$ cat src/rtl/seq_divider.sv
// Multi-cycle restoring divider: one quotient bit per cycle, signed/unsigned,
// constant latency of WIDTH+2 edges from acceptance to the DONE cycle.
module seq_divider #(
   parameter int unsigned WIDTH = 32
) (
   input  logic             clk,
   input  logic             reset_n,
   input  logic             start,
   input  logic             sign,
   input  logic [WIDTH-1:0] dividend,
   input  logic [WIDTH-1:0] divisor,
   output logic             busy,
   output logic             done,
   output logic [WIDTH-1:0] quotient,
   output logic [WIDTH-1:0] remainder,
   output logic             div0
);

   localparam int unsigned CNT_W = $clog2(WIDTH);

   typedef enum logic [2:0] {
      S_IDLE,
      S_PREP,
      S_RUN,
      S_FIX,
      S_DONE
   } state_t;

   state_t             r_state;
   logic               r_sign;
   logic [WIDTH-1:0]   r_dvd_in;
   logic [WIDTH-1:0]   r_dvs;
   logic [WIDTH-1:0]   r_dvd_sr;
   logic [WIDTH:0]     r_rem;
   logic [CNT_W-1:0]   r_cnt;
   logic               r_neg_q;
   logic               r_neg_r;
   logic               r_zero;
   logic               r_busy;
   logic               r_done;
   logic [WIDTH-1:0]   r_quot;
   logic [WIDTH-1:0]   r_remd;
   logic               r_div0;

   logic [WIDTH-1:0]   w_dvd_abs;
   logic [WIDTH-1:0]   w_dvs_abs;
   logic [WIDTH:0]     w_shift;
   logic [WIDTH:0]     w_diff;
   logic               w_cout;
   logic               w_nb;
   logic [WIDTH-1:0]   w_q_fix;
   logic [WIDTH-1:0]   w_r_fix;

   assign w_dvd_abs = (r_sign && r_dvd_in[WIDTH-1]) ? (~r_dvd_in + WIDTH'(1)) : r_dvd_in;
   assign w_dvs_abs = (r_sign && r_dvs[WIDTH-1])    ? (~r_dvs + WIDTH'(1))    : r_dvs;

   // Trial subtract as add of inverted divisor with carry-in 1; carry-out 1 = no borrow
   assign w_shift = {r_rem[WIDTH-1:0], r_dvd_sr[WIDTH-1]};
   assign {w_cout, w_diff} = {1'b0, w_shift} + {1'b0, ~{1'b0, r_dvs}} + (WIDTH+2)'(1);
   // Partial remainder stays below the divisor, so its top bit only ever adds safety here
   assign w_nb = w_cout | r_rem[WIDTH];

   assign w_q_fix = r_neg_q ? (~r_dvd_sr + WIDTH'(1)) : r_dvd_sr;
   assign w_r_fix = r_neg_r ? (~r_rem[WIDTH-1:0] + WIDTH'(1)) : r_rem[WIDTH-1:0];

   always_ff @(posedge clk or negedge reset_n) begin
      if (!reset_n) begin
         r_state  <= S_IDLE;
         r_sign   <= 1'b0;
         r_dvd_in <= '0;
         r_dvs    <= '0;
         r_dvd_sr <= '0;
         r_rem    <= '0;
         r_cnt    <= '0;
         r_neg_q  <= 1'b0;
         r_neg_r  <= 1'b0;
         r_zero   <= 1'b0;
         r_busy   <= 1'b0;
         r_done   <= 1'b0;
         r_quot   <= '0;
         r_remd   <= '0;
         r_div0   <= 1'b0;
      end else begin
         case (r_state)
            S_IDLE: begin
               if (start) begin
                  r_sign   <= sign;
                  r_dvd_in <= dividend;
                  r_dvs    <= divisor;
                  r_busy   <= 1'b1;
                  r_state  <= S_PREP;
               end
            end
            S_PREP: begin
               r_dvs    <= w_dvs_abs;
               r_dvd_sr <= w_dvd_abs;
               r_neg_q  <= r_sign & (r_dvd_in[WIDTH-1] ^ r_dvs[WIDTH-1]);
               r_neg_r  <= r_sign & r_dvd_in[WIDTH-1];
               r_zero   <= (r_dvs == '0);
               r_rem    <= '0;
               r_cnt    <= '0;
               r_state  <= S_RUN;
            end
            S_RUN: begin
               r_rem    <= w_nb ? w_diff : w_shift;
               r_dvd_sr <= {r_dvd_sr[WIDTH-2:0], w_nb};
               if (r_cnt == CNT_W'(WIDTH-1)) begin
                  r_state <= S_FIX;
               end else begin
                  r_cnt <= r_cnt + CNT_W'(1);
               end
            end
            S_FIX: begin
               r_quot  <= r_zero ? '1 : w_q_fix;
               r_remd  <= r_zero ? r_dvd_in : w_r_fix;
               r_div0  <= r_zero;
               r_done  <= 1'b1;
               r_state <= S_DONE;
            end
            S_DONE: begin
               r_done  <= 1'b0;
               r_busy  <= 1'b0;
               r_state <= S_IDLE;
            end
            default: begin
               r_state <= S_IDLE;
            end
         endcase
      end
   end

   assign busy      = r_busy;
   assign done      = r_done;
   assign quotient  = r_quot;
   assign remainder = r_remd;
   assign div0      = r_div0;

endmodule

$ cat config.mk
export PLATFORM = sky130hd
export DESIGN_NAME = seq_divider
export DESIGN_NICKNAME = d
export VERILOG_FILES = /design/src/rtl/seq_divider.sv
export SDC_FILE = /design/constraint.sdc
export NUM_CORES = 1
export LEC_CHECK = 0
export BUFFER_PORTS_ARGS = -buffer_cell sky130_fd_sc_hd__buf_4
export CELL_PAD_IN_SITES_DETAIL_PLACEMENT = 1
export CELL_PAD_IN_SITES_GLOBAL_PLACEMENT = 2
export CORE_MARGIN = 5
export CORE_UTILIZATION = 37
export DETAILED_ROUTE_END_ITERATION = 10
export PLACE_DENSITY_LB_ADDON = 0.1
export SKIP_CTS_REPAIR_TIMING = 1
export SKIP_LAST_GASP = 1
export SYNTH_ARGS = -nofsm -noshare
export SYNTH_HDL_FRONTEND = slang
export SYNTH_SLANG_ARGS = --single-unit
$ cat constraint.sdc
create_clock -name clk -period 3.43 [get_ports clk]
set_input_delay 0.1715 -clock clk [delete_from_list [all_inputs] [get_ports clk]]
set_output_delay 0.1715 -clock clk [all_outputs]
set_load 0.05 [all_outputs]
==> impl.org, run 1 <==
** Status
- Result of the run :: complete, no violations

** Yosys
- In the synthesized netlist, the cells that appear most often are 208 x sky130_fd_sc_hd__dfrtp_1, 167 x sky130_fd_sc_hd__o21ai_0, 144 x sky130_fd_sc_hd__a21oi_1.
- Post-Syn Area :: 0.0125 mm2
- The synthesized design devotes to its leading area cell type 41.6% of total area.
- For this run, the number of Yosys warnings is 0.
- A synthesized cell averages 8.72 um2.
- The synthesized design contains 208 register bits.
- Count of unique library cells instantiated by Yosys :: 58
- The most common cell in the synthesized netlist is sky130_fd_sc_hd__dfrtp_1.
- Post-synth EDFFs :: 0
- Synthesis produced a netlist with a net count of 1540.
- The most used flip-flop cell after synthesis is sky130_fd_sc_hd__dfrtp_1.
- Ranked by total cell area, the synthesized netlist is headed by sky130_fd_sc_hd__dfrtp_1 42%, sky130_fd_sc_hd__o21ai_0 6.7%, sky130_fd_sc_hd__a21oi_1 5.8%, sky130_fd_sc_hd__xor2_1 5.4%, sky130_fd_sc_hd__nand2_1 4.3%.
- Summed over all instances, the cell type with the most area after synthesis is sky130_fd_sc_hd__dfrtp_1.
- Share of the yosys chip area belonging to registers :: 41.6%
- Share of flip-flops with an asynchronous set or reset after synthesis :: 100%
- Number of cells produced by synthesis :: 1433

** Critical path
- STA puts the critical path data required time at 3.85 ns.
- In this run the worst path has a maximum fanout of 5.
- STA classifies the critical path startpoint as a flip-flop.
- The worst setup path is captured at a flip-flop.
- Path type of the worst setup path :: flip-flop to flip-flop
- Data arrival time of the worst path :: 3.71 ns

** Floorplan
- Area of the die :: 0.0376 mm2
- In this run the horizontal extent of the chip is 194 um.
- The floorplan has 67 rows.
- CORE AREA :: 0.0334 mm2
- The initial utilization of the core area, before any placement, comes to 37.4%.
- From bottom edge to top edge, the die measures 194 um.
- Number of top-level pins :: 135

** Clock tree
- Counting along the longest clock path gives a buffer depth of 3.
- In this run the number of H-tree levels came out at 1.
- Clock tree synthesis selected as its root buffer the cell sky130_fd_sc_hd__clkbuf_16.
- CTS clk-pin slew, worst paths :: 0.06 ns
- Counting the buffers created by CTS gives 27.
- The later pin in the worst-skew pair is clocked with a latency of 0.53 ns.
- For this design, the sink count on the clock tree is 208.
- TritonCTS built the clock tree.

** Placed design
- Routability-driven placement finished with a final weighted congestion of 0.818.
- Placed cell count :: 1972
- Once placement finished, the instance area stood at 0.0142 mm2.
- Number of buffers inserted by port buffering :: 134
- Detailed placement ended at an HPWL of 28600 um.

** Routing
- Number of DRC violations after detailed routing :: 0
- In the final routed layout, each cell accounts on average for 19.0 um.
- Routed via count :: 11.2k
- Post-detailed-route count of antenna-violating nets :: 0
- Routed via count divided by cell count :: 5.40
- After detailed routing, the total wire length is 39400 um.
- Initial DRT Pass Iterations :: 4
- Detailed Route Iter0 Violations :: 478

** Pwr
- The internal portion of the total power is 0.00812 W.
- The design draws 0.0154 W.
- Share of power burned in registers :: 30.3%
- Switching power as a share of total power :: 47.4%
- Share of total power in the clock network :: 18.4%
- Summed over all nets, the switching power comes to 0.00731 W.
- For this design the ratio of total power to cell area is 989 mW/mm2.
- IR analysis of the VDD net gives a maximum drop of 530 uV.
- In this run the static leakage power is 6.86 nW.
- Share of total power in combinational logic :: 51.3%

** Finish
- For this run, the post-layout net count is 1714.
- Cell Count, Final, Fillers Out :: 2076
- Final std cell area, no fill :: 0.0156 mm2
- Final Util :: 46.6%
- Fraction of layout instances using a drive strength above 1 :: 16.8%
- Area delta synth->final :: 24.8%

** Run
- Max-cap violations in this run came to 0.

** STA
- Crit path time final :: 3.30 ns
- Unrepaired setup endpoints after global routing :: yes
- Slew at the pin closest to its max-slew limit :: 1.20 ns
- For this run, the top clock speed supported by timing is 0.303 GHz.
- The worst path uses 96.1% of the clock period.
- Max Transition Viols Final :: 0
- Clock skew on the completed layout was measured at 0.0122 ns.
- Headroom to the max-slew limit came out at 19.6%.
- Setup-failing EPs final :: 0
- The final-report hold violation count came to 0.

** GRT
- In this run the most used layer during global routing was met2.
- Met1 global-route usage :: 27.7%
- Number of antenna violations at the first check in global routing :: 0
- In the global route stage, met2 resource usage came out at 34.9%.
- Sum of overflow across all layers after global routing :: 0
- Across every metal layer, demand over resource in global routing totals 20.3%.
- Met3 Use GR :: 2.57%
- First-pass GRT wire length :: 63900 um
- The number of global-route vias before repair is 11.7k.
- Entering global routing, the biggest net connects 84 pins.

** Hold path
- The path class of the tightest hold or removal check is input pin to flip-flop.
==> worst max-delay path, cell delays in order, from the launching register on <==
cell and delay [ns]:
sky130_fd_sc_hd__dfrtp_1 0.44, sky130_fd_sc_hd__or4_1 0.60, sky130_fd_sc_hd__or4_1 0.48, sky130_fd_sc_hd__or3_1 0.41
sky130_fd_sc_hd__nor2b_1 0.24, sky130_fd_sc_hd__nand2_1 0.15, sky130_fd_sc_hd__nor3_2 0.28, sky130_fd_sc_hd__nand2_1 0.09
sky130_fd_sc_hd__a21oi_1 0.18, sky130_fd_sc_hd__a221o_1 0.31
==> metal layers <==
layer	share of wire (%)	routed length [um]	vias to the layer above
met5	0	0	-
met4	2.1	836	0
met3	3.5	1390	52
met2	49	19100	160
met1	46	18000	5486
li1	-	-	5512
==> kinds of logic after synthesis <==
kind of cell / count (synthesis) / synth area share (%)
adders and majority gates: 39 / 3.96
AOI/OAI and AO/OA: 488 / 23.3
DFF: 208 / 41.6
buffers and inverters: 135 / 4.07
and+or+nand+nor: 395 / 14.5
muxes: 48 / 4.15
xor gates and xnor gates: 120 / 8.41
==> registers in the layout (all words and copies together), names as in the netlist, 3 cells and up <==
signal / flops
r_rem: 33
quotient: 32
r_dvd_in: 32
r_dvd_sr: 32
r_dvs: 32
remainder: 32
r_cnt: 5
r_state: 3
==> placed cells by master, fill, tap and decap left out, drive strengths merged, types with 4 or more instances in the layout <==
master	instances
or4	16
o41ai	10
ha	38
nand3	25
o22ai	15
xnor2	43
or3	13
and3	8
or2	4
dlygate4sd3	54
nand2b	5
a211oi	7
a41oi	4
a31oi	14
nand2	142
o21bai	7
a21o	10
nor2b	7
nor3	29
nor4	13
a32oi	9
clkbuf	39
mux2	31
nor2	116
nand4	9
o31ai	28
dfrtp	208
o21ai	176
mux2i	17
a21oi	144
buf	174
clkinv	8
inv	50
o211ai	8
a22oi	38
xor2	77
==> stage by stage <==
stage | hold slack (ns) | setup WS, ns | TNS (ns)
detailed placement | 0.279 | 0.0507 | 0
global route | 0.0152 | -0.0106 | -0.0106
finish | 0.00796 | 0.134 | 0
global placement | 0.278 | 0.0743 | 0
floorplan | -0.124 | 0.339 | 0
CTS | -0.286 | 0.00710 | 0
==> path summary, 6_finish.rpt <==
kind | startpoint | to | slack (ns) | depth (start not counted)
min in group asynchronous | reset_n | r_dvd_in[29] | 0.25 | 2
worst min-delay path | divisor[17] | r_dvs[17] | 0.008 | 3
max in group asynchronous | reset_n | r_dvd_sr[5] | 2.28 | 3
worst max register to register | r_dvd_in[8] | r_dvd_sr[31] | 0.13 | 9
worst max-delay path | r_dvd_in[8] | r_dvd_sr[31] | 0.13 | 9
worst min register to register | div0 | div0 | 0.48 | 2
==> power groups by stage <==
stage / registers, W / logic [W] / clock network (W)
2_1_floorplan: 0.00550 / 0.00459 / 0
3_3_place_gp: 0.00467 / 0.00780 / 0
3_5_place_dp: 0.00472 / 0.00791 / 0
4_1_cts: 0.00468 / 0.00797 / 0.00292
5_1_grt: 0.00486 / 0.00878 / 0.00302
6_report: 0.00468 / 0.00791 / 0.00283
==> layout make-up <==
class / count / area, um2
clock buffer: 38 / 777
sequential: 208 / 5210
antenna: 1 / 2.50
tap: 448 / 561
multi-input combinational: 1090 / 6840
inverter: 51 / 191
timing repair buffer: 229 / 1910
fill: 3880 / 17900
clock inverter: 11 / 110
(Power assumes the default switching activity.)
==> run 2, diff against run 1 <==
==> constraint.sdc (replaced) <==
create_clock -name clk -period 3.1 [get_ports clk]
set_input_delay 0.155 -clock clk [delete_from_list [all_inputs] [get_ports clk]]
set_output_delay 0.155 -clock clk [all_outputs]
set_load 0.05 [all_outputs]
==> run 2 against run 1 <==
  * The run now ends with hold timing left
  * Core utilization increased by 1.5 points
  * Worst setup slack got worse by 0.083 ns
  * Via count increased by 2.0%
  * Non-clock buffer count increased by 60
  * Combinational power increased by 19%
  * Sequential share of layout area decreased by 0.98 points
  * First-iteration DRC count decreased by 7.3%
  * Global-route usage decreased by 0.081 points
  * Cell count increased by 2.6%
  * Clock power increased by 5%
  * Critical path depth unchanged
  * Critical endpoint is now remainder[28]
==> impl.org, run 2 (synthesized netlist as in run 1, its figures left out) <==
** Floorplan
- The floorplan core area came to 0.0334 mm2 (unchanged).
- The chip width is 194 um (unchanged).
- Number of top-level pins :: 135 (unchanged)
- Height of the chip :: 194 um (unchanged)
- The floorplan row count is 67 (unchanged).
- Effective utilization at floorplan :: 37.4% (unchanged)
- The area of the die came to 0.0376 mm2 (unchanged).

** Critical path
- The number of cells on the worst reg-to-reg path was 9 (unchanged).
- First element of the critical path :: r_rem[7]
- The buffer and inverter count on the worst path came to 0 (unchanged).
- The worst endpoint required time came to 3.57 ns (-0.28 ns).
- Slowest cell delay on critical path :: 0.56 ns (-0.04 ns)
- The worst setup path is of the flip-flop to flip-flop kind.
- Startpoint class of the critical path :: flip-flop
- The most critical setup path has its endpoint at remainder[28].
- Worst r2r src :: r_rem[7]
- The most numerous cell type found on the critical path is sky130_fd_sc_hd__or4_4.
- The critical path arrival was 3.52 ns (-0.19 ns).
- Crit Reg-Reg Endpoint :: remainder[28]
- Critical path's top delay family :: simple AND/OR/NAND/NOR gates
- The instance count on the critical path was 9 (unchanged).
- Traced cell by cell, the critical path runs through nor4_4 -> nand4b_1 -> or4_4 -> or4_4 -> or4_4 -> o31ai_4 -> xnor2_1 -> mux2i_1 -> o21ai_1.
- Minimum setup slack among reg-to-reg paths :: 0.05 ns (-0.08 ns)
- Crit end category :: flip-flop
- Slowest stage cell on the critical path :: sky130_fd_sc_hd__or4_4
- The maximum fanout along the worst path is 5 (unchanged).

** Pwr
- Power per unit of standard cell area :: 1090 mW/mm2 (+9.9%)
- Share of total power in combinational logic :: 53.9% (+2.6 points)
- Reported leakage power :: 7.13 nW (+4.0%)
- The clock share of power came to 17.0% (-1.4 points).
- The worst ir drop on vdd was 554 uV (+4.7%).
- Share of power burned in registers :: 29.1% (-1.2 points)
- Internal power component :: 0.00927 W (+14%)
- Switching power as a share of total power :: 46.9% (-0.45 points)
- Net switching power :: 0.00820 W (+12%)

** STA
- Final worst clock skew :: 0.0225 ns (+0.0104 ns)
- Setup-failing EPs final :: 0 (unchanged)
- The post-route fraction of the period consumed by the critical path was 98.3% (+2.3 points).
- The slew at the pin closest to its max-slew limit was 0.947 ns (-0.256 ns).
- Upper clock frequency limit :: 0.328 GHz (+8.1%)
- Final sum of negative setup slack :: 0 ns (unchanged)
- Setup repair after global routing could not meet its margin everywhere.
- The final-report hold violation count was 6 (+6).
- Crit path time final :: 3.05 ns (-0.247 ns)
- The worst hold slack was -0.0544 ns (-0.0624 ns).
- Max Transition Viols Final :: 0 (unchanged)
- Remaining max-slew budget at the tightest pin :: 36.9% (+17 points)

** Finish
- The count of fill cells added during filler insertion came to 3903 (+0.59%).
- The layout cell share with drive strength beyond 1 is 20.6% (+3.8 points).
- The flip-flop count of the largest register, all copies and words added came to 33 (unchanged).
- Relative to the synthesized area, the layout overhead comes to 28.7%.
- Number of antenna cells inserted :: 0 (-1)
- Multi-input combinational cell area :: 0.00691 mm2 (+1.1%)
- The final-stage net count was 1774 (+3.5%).
- Cell Count, Final, Fillers Out :: 2131 (+2.6%)
- Most flops, register :: r_rem
- Leaving out fill and tap cells, the most frequent cell in the layout is sky130_fd_sc_hd__buf_4.
- The register cell area after layout came to 0.00521 mm2 (about the same).
- In the layout the commonest cells are 228 x sky130_fd_sc_hd__buf_4, 203 x sky130_fd_sc_hd__dfrtp_1, 165 x sky130_fd_sc_hd__o21ai_0.

** Hold path
- Number of cells on the worst hold path :: 3 (unchanged)
- Min-Delay Path Class :: input pin to flip-flop

** Placed design
- Placed cell count :: 2024 (+2.6%)
- Post-detail-place hpwl :: 29500 um (+3.2%)
- Gpl congestion :: 0.831 (+1.7%)
- The count of buffers inserted at the top-level ports was 134 (unchanged).

** Routing
- The starting DRC count in detailed routing was 443 (-7.3%).
- The routed wire length per instance was 18.7 um (-1.2%).
- The routed via count divided by cell count is 5.37 (-0.60%).
- The antenna violation net count after detailed routing is 0 (unchanged).
- WL final :: 39900 um (+1.4%)
- The total via count after detailed routing came to 11.4k (+2.0%).
- Initial DRT Pass Iterations :: 4 (unchanged)
- Number of DRC violations after detailed routing :: 0 (unchanged)

** Clock tree
- The maximum number of buffers from clock root to sink came to 3 (unchanged).
- H-Tree Depth :: 1 (unchanged)
- Insertion delay of the later-clocked pin in the worst-skew pair :: 0.55 ns (+0.02 ns)
- Count of clock tree sinks :: 208 (unchanged)
- TritonCTS clock tree :: yes
- In this run the clock root is driven by a sky130_fd_sc_hd__clkbuf_16.
- CTS Buf Count :: 27 (unchanged)
- CTS clk-pin slew, worst paths :: 0.06 ns (about the same)

** Status
- The flow ran to the end, but the final reports show violations.
- The final reports fail on hold timing.

** GRT
- First-pass GRT wire length :: 64000 um (about the same)
- The total routing usage reported by global routing was 20.2% (-0.081 points).
- The largest net degree at the start of global routing came to 77 (-8.3%).
- Number of global-route vias before repair :: 11.8k (+0.71%)
- The sum of overflow across all layers after global routing was 0 (unchanged).
- The initial antenna violation count is 0 (unchanged).

** Run
- Maxcap violations :: 0 (unchanged)
## run 2: worst min path at each step
stage	startpoint	to
6_report	divisor[6]	r_dvs[6]
4_1_cts	reset_n	busy
2_1_floorplan	reset_n	busy
3_3_place_gp	reset_n	busy
5_1_grt	divisor[6]	r_dvs[6]
3_5_place_dp	reset_n	busy
## run 2: worst min-delay path, stage by stage
cell                      delay, ns
sky130_fd_sc_hd__buf_4         0.08
sky130_fd_sc_hd__a21oi_1       0.05
sky130_fd_sc_hd__o21ai_0       0.16
## run 2: power groups by stage
stage	registers, W	logic [W]	clock network [W]
after floorplan	0.00609	0.00508	0
after global routing	0.00526	0.0104	0.00315
final	0.00508	0.00942	0.00297
after CTS	0.00508	0.00933	0.00304
after detailed placement	0.00512	0.00927	0
after global placement	0.00507	0.00912	0
## run 2: per-layer routing
| layer | part of all wire (%) | global-route usage (%) | vias up |
|---|---|---|---|
| met5 | 0 | 0 | - |
| met4 | 2.3 | 4.83 | 0 |
| met3 | 3.4 | 2.52 | 53 |
| met2 | 48 | 34.6 | 153 |
| met1 | 46 | 27.5 | 5597 |
| li1 | - | - | 5635 |
## run 2: final cells by class
class                           instances  share of cell area, %
Multi-Input combinational cell       1090                   43.0
Sequential cell                       208                   32.4
Timing Repair Buffer                  289                   14.8
Clock buffer                           40                   4.75
Tap cell                              448                   3.48
Inverter                               51                   1.19
Clock inverter                          5                  0.358
## run 2: stage by stage
| step | setup slack [ns] | power [W] | hold slack (ns) | area [um2] | util, % |
|---|---|---|---|---|---|
| final | 0.0512 | 0.0175 | -0.0544 | 16100 | 48.1 |
| after global routing | -0.0924 | 0.0188 | 0.00642 | 16100 | 48.1 |
| after CTS | -0.113 | 0.0174 | -0.351 | 15400 | 46.0 |
| after detailed placement | -0.0865 | 0.0144 | 0.237 | 14600 | 43.6 |
| after global placement | -0.0928 | 0.0142 | 0.246 | 14600 | 43.6 |
| after floorplan | 0.00892 | 0.0112 | -0.141 | 12500 | - |
==> run 3, diff against run 2 <==
--- a/config.mk
+++ b/config.mk
@@ -8,7 +8,6 @@
 export BUFFER_PORTS_ARGS = -buffer_cell sky130_fd_sc_hd__buf_4
 export CELL_PAD_IN_SITES_DETAIL_PLACEMENT = 1
 export CELL_PAD_IN_SITES_GLOBAL_PLACEMENT = 2
-export CORE_MARGIN = 5
 export CORE_UTILIZATION = 37
 export DETAILED_ROUTE_END_ITERATION = 10
 export PLACE_DENSITY_LB_ADDON = 0.1
==> run 3 against run 2 <==
  * The flow still finishes with violations (hold timing)
  * Combinational power barely moved
  * Critical path depth fell by 1
  * Flip-flop and latch count did not move
  * First-iteration DRC count rose by 7.4%
  * Global-route usage rose by 2.5 points
  * Clock power rose by 13%
  * Core utilization rose by 1.6 points
  * Sequential power rose by 1%
  * Clock skew fell by 0.015 ns
  * Non-clock buffer count rose by 21
  * Critical path type unchanged
  * Critical endpoint unchanged
==> impl.org, run 3 (synthesized netlist as in run 1, its figures left out) <==
** Run
- The max capacitance violation total came to 0 (unchanged).

** Placed design
- Post-detail-place hpwl :: 28700 um (-2.6%)
- The final RePlAce weighted congestion is 0.812 (-2.3%).
- The count of buffers inserted at the top-level ports was 134 (unchanged).
- The pre-CTS setup slack is 0.00920 ns (+0.0957 ns).

** Pwr
- Share of power burned in registers :: 28.6% (-0.5 points)
- Internal power component :: 0.00966 W (+4.2%)
- Reported leakage power :: 7.27 nW (+2.0%)
- The switching power share of the total is 46.2% (-0.73 points).
- Power per unit of standard cell area :: 1100 mW/mm2 (+1.2%)
- Maximum vdd drop :: 570 uV (+2.9%)
- Share of total power in combinational logic :: 52.6% (-1.3 points)
- The clock share of power was 18.7% (+1.7 points).
- Net switching power :: 0.00829 W (+1.2%)

** Critical path
- The buffer and inverter count on the worst path came to 0 (unchanged).
- The critical path arrival came to 3.49 ns (-0.03 ns).
- Slowest cell delay on critical path :: 0.53 ns (-0.03 ns)
- Slowest stage cell on the critical path :: sky130_fd_sc_hd__or4_4
- The maximum fanout along the worst path was 5 (unchanged).
- The number of cells on the worst reg-to-reg path was 8 (-1).
- Crit Reg-Reg Endpoint :: remainder[28]
- The worst register-to-register path begins at r_rem[12].
- The worst endpoint required time was 3.58 ns (about the same).
- Chain of cells forming the critical path :: or3_4 -> or4_4 -> or4_1 -> or4_4 -> o31ai_4 -> xnor2_1 -> mux2i_1 -> o21ai_1
- Most used cell, CP :: sky130_fd_sc_hd__or4_4
- The worst setup path is captured at a flip-flop.
- Startpoint class of the critical path :: flip-flop
- The internal reg-to-reg setup slack came to 0.09 ns (+0.04 ns).
- Critical path's top delay family :: simple AND/OR/NAND/NOR gates
- Path type of the worst setup path :: flip-flop to flip-flop

** Finish
- The area growth from synthesis to layout is 30.7%.
- Most flops, register :: r_rem
- Fraction of layout instances using a drive strength above 1 :: 21.1% (+0.53 points)
- The final-stage net count came to 1795 (+1.2%).
- Commonest cells after routing, fill and taps aside :: 245 x sky130_fd_sc_hd__buf_4, 204 x sky130_fd_sc_hd__dfrtp_1, 164 x sky130_fd_sc_hd__o21ai_0
- Final Util :: 49.7% (+1.6 points)
- Number of antenna cells inserted :: 0 (unchanged)
- The library cell used most frequently in the layout, excluding fill and tap cells, is sky130_fd_sc_hd__buf_4.
- Number of flip-flops under the largest register name :: 33 (unchanged)

** Routing
- Post-detailed-route count of antenna-violating nets :: 0 (unchanged)
- WL final :: 39700 um (-0.64%)
- The routed via count divided by cell count came to 5.36 (about the same).
- The routed wire length per instance was 18.5 um (-1.5%).
- Number of DRC violations after detailed routing :: 0 (unchanged)
- The total via count after detailed routing came to 11.5k (+0.79%).
- The starting DRC count in detailed routing is 476 (+7.4%).
- Initial DRT Pass Iterations :: 4 (unchanged)

** Clock tree
- The maximum number of buffers from clock root to sink came to 3 (unchanged).
- CTS Root Cell :: sky130_fd_sc_hd__clkbuf_16
- CTS Buf Count :: 27 (unchanged)
- The deepest level of the CTS H-tree was 1 (unchanged).
- TritonCTS built the clock tree.
- CTS clk-pin slew, worst paths :: 0.06 ns (about the same)
- Insertion delay of the later-clocked pin in the worst-skew pair :: 0.56 ns (about the same)
- Count of clock tree sinks :: 208 (unchanged)

** GRT
- The wire length of the first global-routing pass was 62200 um (-2.8%).
- GRT Util Overall :: 22.7% (+2.5 points)
- The number of global-route vias before repair was 11.4k (-2.8%).
- The initial antenna violation count came to 0 (unchanged).
- Sum of overflow across all layers after global routing :: 0 (unchanged)
- Pin count of the biggest net entering global routing :: 75 (-2.6%)

** STA
- Remaining max-slew budget at the tightest pin :: 24.5% (-12 points)
- Slew at the pin closest to its max-slew limit :: 1.13 ns (+0.183 ns)
- The total of endpoints with negative setup slack in the final report came to 0 (unchanged).
- Crit path time final :: 3.01 ns (-0.0391 ns)
- The post-route fraction of the period consumed by the critical path is 97.1% (-1.3 points).
- Hold Slack :: -0.0266 ns (+0.0279 ns)
- Final worst clock skew :: 0.00790 ns (-0.0146 ns)
- The final worst slack came to 0.0903 ns (+0.0391 ns).
- Setup repair after global routing could not meet its margin everywhere.
- Number of hold violations in the final report :: 3 (-3)
- Max Transition Viols Final :: 0 (unchanged)
- Upper clock frequency limit :: 0.332 GHz (+1.3%)

** Hold path
- Worst Hold End :: r_dvs[11]
- The cell depth of the worst hold path was 3 (unchanged).
- HP Start :: divisor[11]
- Min-Delay Path Class :: input pin to flip-flop

** Floorplan
- Area of the die :: 0.0345 mm2 (-8.1%)
- The height of the die came to 186 um (-4.1%).
- The floorplan core area came to 0.0329 mm2 (-1.7%).
- Width of the die :: 186 um (-4.1%)
- The initial cell density of the core is 38.0% (+0.66 points).
- Number of top-level pins :: 135 (unchanged)
- Count of standard-cell rows :: 66 (-1.5%)

** Status
- The run finished, with violations left.
- Failing checks :: hold timing
==> run 3: changes by cell type in the layout (fill, tap and decap cells not counted), moves of 3 or more <==
cell,delta
sky130_fd_sc_hd__buf_4,+17
sky130_fd_sc_hd__clkbuf_1,-6
sky130_fd_sc_hd__dlygate4sd3_1,+6
sky130_fd_sc_hd__clkinvlp_4,+4
sky130_fd_sc_hd__bufinv_16,+3
==> run 3: tightest hold or removal path, cell delays in order <==
cell and delay [ns]:
sky130_fd_sc_hd__buf_4 0.07, sky130_fd_sc_hd__o21ai_0 0.08, sky130_fd_sc_hd__a22oi_1 0.18
==> run 3: cell type report <==
class                      count  area [um2]
fill                        3835       16500
multi-input combinational   1090        6890
inverter                      51         191
clock inverter                12         193
clock buffer                  36         769
timing repair buffer         310        2530
sequential                   208        5210
tap                          442         553
==> run 3: per-layer routing <==
layer	global-route usage, %	vias up	routed length, um
li1	-	5670	-
met1	31.2	5663	18500
met2	38.5	158	19200
met3	2.52	37	1340
met4	4.23	0	680
met5	0	-	0
==> run 3: power by group through the flow <==
| stage | sequential [W] | combinational, W | clock (W) |
|---|---|---|---|
| 3_5_place_dp | 0.00516 | 0.00932 | 0 |
| 2_1_floorplan | 0.00609 | 0.00508 | 0 |
| 6_report | 0.00514 | 0.00945 | 0.00337 |
| 3_3_place_gp | 0.00510 | 0.00917 | 0 |
| 5_1_grt | 0.00531 | 0.0104 | 0.00356 |
| 4_1_cts | 0.00511 | 0.00939 | 0.00345 |
==> run 3: how the worst max path moves through the flow <==
stage,startpoint,end,depth (start not counted)
after detailed placement,r_rem[9],remainder[28],9
after CTS,r_rem[9],remainder[28],9
after floorplan,r_dvs[8],r_rem[16],12
after global routing,r_dvd_sr[31],r_rem[32],14
final,r_rem[12],remainder[28],8
after global placement,r_rem[9],remainder[28],9
==> run 3: metrics by stage <==
step                      hold slack, ns  cell area [um2]  setup TNS [ns]  total power [W]  std cells
after CTS                         -0.355            15700         -0.0743           0.0180       2087
after global routing             0.00286            16300         -0.0836           0.0193       2149
after global placement             0.234            14700               0           0.0143       2039
after floorplan                   -0.141            12500               0           0.0112       1433
final                            -0.0266            16300               0           0.0180       2149
after detailed placement           0.242            14700               0           0.0145       2039
